<file path="config.mk">
export PLATFORM = sky130hd
export DESIGN_NAME = full_adder
export DESIGN_NICKNAME = d
export VERILOG_FILES = /design/src/rtl/full_adder_pkg.sv /design/src/rtl/full_adder_cell.sv /design/src/rtl/full_adder.sv
export SDC_FILE = /design/constraint.sdc
export NUM_CORES = 1
export LEC_CHECK = 0
export ABC_AREA = 1
export ABC_CLOCK_PERIOD_IN_PS = 1400
export CELL_PAD_IN_SITES_DETAIL_PLACEMENT = 1
export CELL_PAD_IN_SITES_GLOBAL_PLACEMENT = 1
export CORE_AREA = 2 2 39 41
export CTS_CLUSTER_SIZE = 8
export DETAILED_ROUTE_END_ITERATION = 10
export DIE_AREA = 0 0 41 43
export HOLD_SLACK_MARGIN = 0.06
export PLACE_DENSITY_LB_ADDON = 0.1
export SYNTH_ARGS = -nofsm -noshare
export SYNTH_HDL_FRONTEND = slang
export SYNTH_SLANG_ARGS = --single-unit
</file>
<file path="constraint.sdc">
create_clock -name clk -period 1.4 [get_ports clk]
set_input_delay 0.14 -clock clk [delete_from_list [all_inputs] [get_ports clk]]
set_output_delay 0.14 -clock clk [all_outputs]
set_load 0.01 [all_outputs]
</file>
<file path="src/rtl/full_adder_pkg.sv">
// Shared width limits for the registered ripple-carry adder.
package full_adder_pkg;

    localparam int unsigned WIDTH_DEFAULT = 1;
    localparam int unsigned WIDTH_MAX     = 64;

endpackage : full_adder_pkg

</file>
<file path="src/rtl/full_adder_cell.sv">
// One combinational full-adder bit: s = a ^ b ^ ci, co = majority(a, b, ci).
module full_adder_cell (
    input  logic a,
    input  logic b,
    input  logic ci,
    output logic s,
    output logic co
);

    logic p;

    assign p  = a ^ b;
    assign s  = p ^ ci;
    assign co = (a & b) | (ci & p);

endmodule : full_adder_cell

</file>
<file path="src/rtl/full_adder.sv">
// WIDTH-bit ripple-carry adder followed by a single output register stage.
import full_adder_pkg::*;

module full_adder #(
    parameter int unsigned WIDTH = WIDTH_DEFAULT
) (
    input  logic             clk,
    input  logic             rst,
    input  logic [WIDTH-1:0] a,
    input  logic [WIDTH-1:0] b,
    input  logic             Cin,
    input  logic             in_valid,
    output logic [WIDTH-1:0] sum,
    output logic             Cout,
    output logic             out_valid
);

    if (WIDTH < 1 || WIDTH > WIDTH_MAX) begin : g_bad_width
        $error("full_adder: WIDTH out of range");
    end

    logic [WIDTH:0]   carry;
    logic [WIDTH-1:0] sum_d;
    logic [WIDTH-1:0] sum_q;
    logic             cout_q;
    logic             valid_q;

    assign carry[0] = Cin;

    // Ripple chain: carry[i+1] feeds the next bit.
    for (genvar i = 0; i < int'(WIDTH); i++) begin : g_bit
        full_adder_cell u_cell (
            .a  (a[i]),
            .b  (b[i]),
            .ci (carry[i]),
            .s  (sum_d[i]),
            .co (carry[i+1])
        );
    end

    // Result holds while idle; valid pulses once per accepted operand set.
    always_ff @(posedge clk or posedge rst) begin
        if (rst) begin
            sum_q   <= '0;
            cout_q  <= 1'b0;
            valid_q <= 1'b0;
        end else begin
            valid_q <= in_valid;
            if (in_valid) begin
                sum_q  <= sum_d;
                cout_q <= carry[WIDTH];
            end
        end
    end

    assign sum       = sum_q;
    assign Cout      = cout_q;
    assign out_valid = valid_q;

endmodule : full_adder

</file>
==> reports/results.ini <==
[run_status]
status=completed

[cts]
root_buffer=clkbuf_4
clkLatencyLatePin_ps=230
cts_hold_buf=0
post_cts_buffers=0
cts.clk_slew.worst_paths_ps=40
cts_tree=built
cts.sinks=3
clk_path_buf_depth=2
cts_buffers=3
postCtsResizedCells=0
cts_max_level=1

[logic_synthesis]
synth_top_area_frac=0.600
synthDistinctLibCells=4
yosys_warnings=0
yosys-top-cells-area=dfrtp_1 (60%), nand2_1 (18%), fa_1 (16%)
postSynthCellCount=12
ys_seq_elements=3
yosys.area.top_type=dfrtp_1
synth.avg_cell_area_sq_um=10.4
syn_area_sq_um=125
syn_nets=19
synth.yosys.seq_area_share=0.600

[timing]
drv_slew=0
relSlewSlack=0.913
min_period_ps=1250
hold_violations=0
rsz0062_at_grt=no
layout_setup_ws_ps=151
finClkSkew_ps=0
setup_viol=0
fin_crit_sh=0.892
finalSetupTns_ps=0
fmax_ghz=0.801
worst_slew_pin_slew_ps=130

[detailed_routing]
drt_iter0_markers=0
ant_nets=0
viasPerCell=2.90
vias=116
drc=0
wire_per_inst_um=7.48
first_pass_iters=1
routed_wirelength_um=299

[worst_setup_path]
cp_slowest_cell=clkdlybuf4s50_1
startpoint_type=register
path_cells=clkdlybuf4s50_1
ff2ff_setup_slack_ps=810
cpPeakStageDelay_ps=540
critPathMaxFanout=2
cp_top_family=buffers and inverters
cp.required_ps=1260
path_depth=1
rr_worst_depth=2
regToRegEndpoint=Cout
worst_setup_path_end_kind=output port
r2r_start=Cout
critPathKind=reg2out
path_buf_inv=1
crit_arrival_ps=1110

[power]
power.total_mw=0.307
powerDensity_nw_per_um2=1220
pwr-share-clk=0.502
pwr-share-comb=0.171
pwr-share-seq=0.327
vdd_drop_max_mv=0.229
switchingPower_mw=0.0708
p_sw_frac=0.231
intPower_mw=0.236
p_leak_nw=0.117

[finish]
fin_util=0.182
drive_above_1_share=0.125
diodes=0
fillers=162
layout.nets=32
syn2layout_area_growth_pct=101
final_area_sq_um=251

[global_route]
antenna_found_initial=0
grt.overflow.total=0
grt_pass1_wl_um=503
track_usage=0.0523
grt_pass1_vias=140
grt_max_degree=5

[floorplanning]
rows=14
dieHeight_um=43
die_w_um=41
die_area_sq_um=1760
core_area_sq_um=1380
start_util=0.0904
io_pins=9

[placement]
dp_hpwl_um=233
gp_congestion=0.564
pre_cts_ws_ps=101
placed_cell_area_sq_um=225
io_buffers=8

[hold_path]
hold_class=in2async

[job]
maxCapViolations=0

-- worst max path at each step --
stage	from	endpoint	slack, ps
global route	sum	sum	100
detailed placement	a	sum	100
global placement	a	sum	120
CTS	sum	sum	130
finish	sum	sum	150
floorplan	a	sum	580
-- layout make-up --
class,instances,area [sq um],share of cell area
Tap cell,16,20.0,0.0796
Clock buffer,4,26.3,0.104
Inverter,2,7.51,0.0299
Multi-Input combinational cell,7,42.5,0.169
Timing Repair Buffer,8,80.1,0.318
Sequential cell,3,75.1,0.299
-- cell usage after synthesis (all sizes together) --
master / n
dfrtp: 3
nand2: 6
fa: 1
inv: 2
-- flip-flops by register name, indices dropped and copies added, names as in the netlist --
register   count
sum            1
out_valid      1
Cout           1
-- kinds of logic (layout without fill, tap and decap cells) --
logic type | after synthesis | after routing | share of synthesized area
flops | 3 | 3 | 0.600
simple gates | 6 | 6 | 0.180
buf+inv | 2 | 14 | 0.0600
fa+ha+maj | 1 | 1 | 0.160
-- stage by stage --
| stage | hold slack (ps) | std cells |
|---|---|---|
| 6_report | 75.7 | 40 |
| 3_3_place_gp | 323 | 36 |
| 4_1_cts | 71.3 | 40 |
| 3_5_place_dp | 322 | 36 |
| 2_1_floorplan | -106 | 12 |
| 5_1_grt | 85.7 | 40 |
-- power groups by stage --
stage	sequential [mW]	combinational (mW)	clock, mW
after CTS	0.101	0.0538	0.166
final	0.100	0.0526	0.154
after detailed placement	0.102	0.0537	0
after floorplan	0.106	0.0117	0
after global routing	0.101	0.0588	0.178
after global placement	0.102	0.0536	0
-- layer usage --
metal | up-vias | global-route usage | share of wire
li1 | 57 | - | -
met1 | 53 | 0.0419 | 0.35
met2 | 6 | 0.0563 | 0.57
met3 | 0 | 0.0157 | 0.084
met4 | 0 | 0.120 | 0
met5 | - | 0 | 0
-- cell usage in the layout (no fill, tap or decap), drive strengths merged --
master / Yosys / final
clkbuf: 0 / 4
clkdlybuf4s50: 0 / 8
dfrtp: 3 / 3
fa: 1 / 1
inv: 2 / 2
nand2: 6 / 6
No activity file was read; power rests on OpenSTA's default activity.
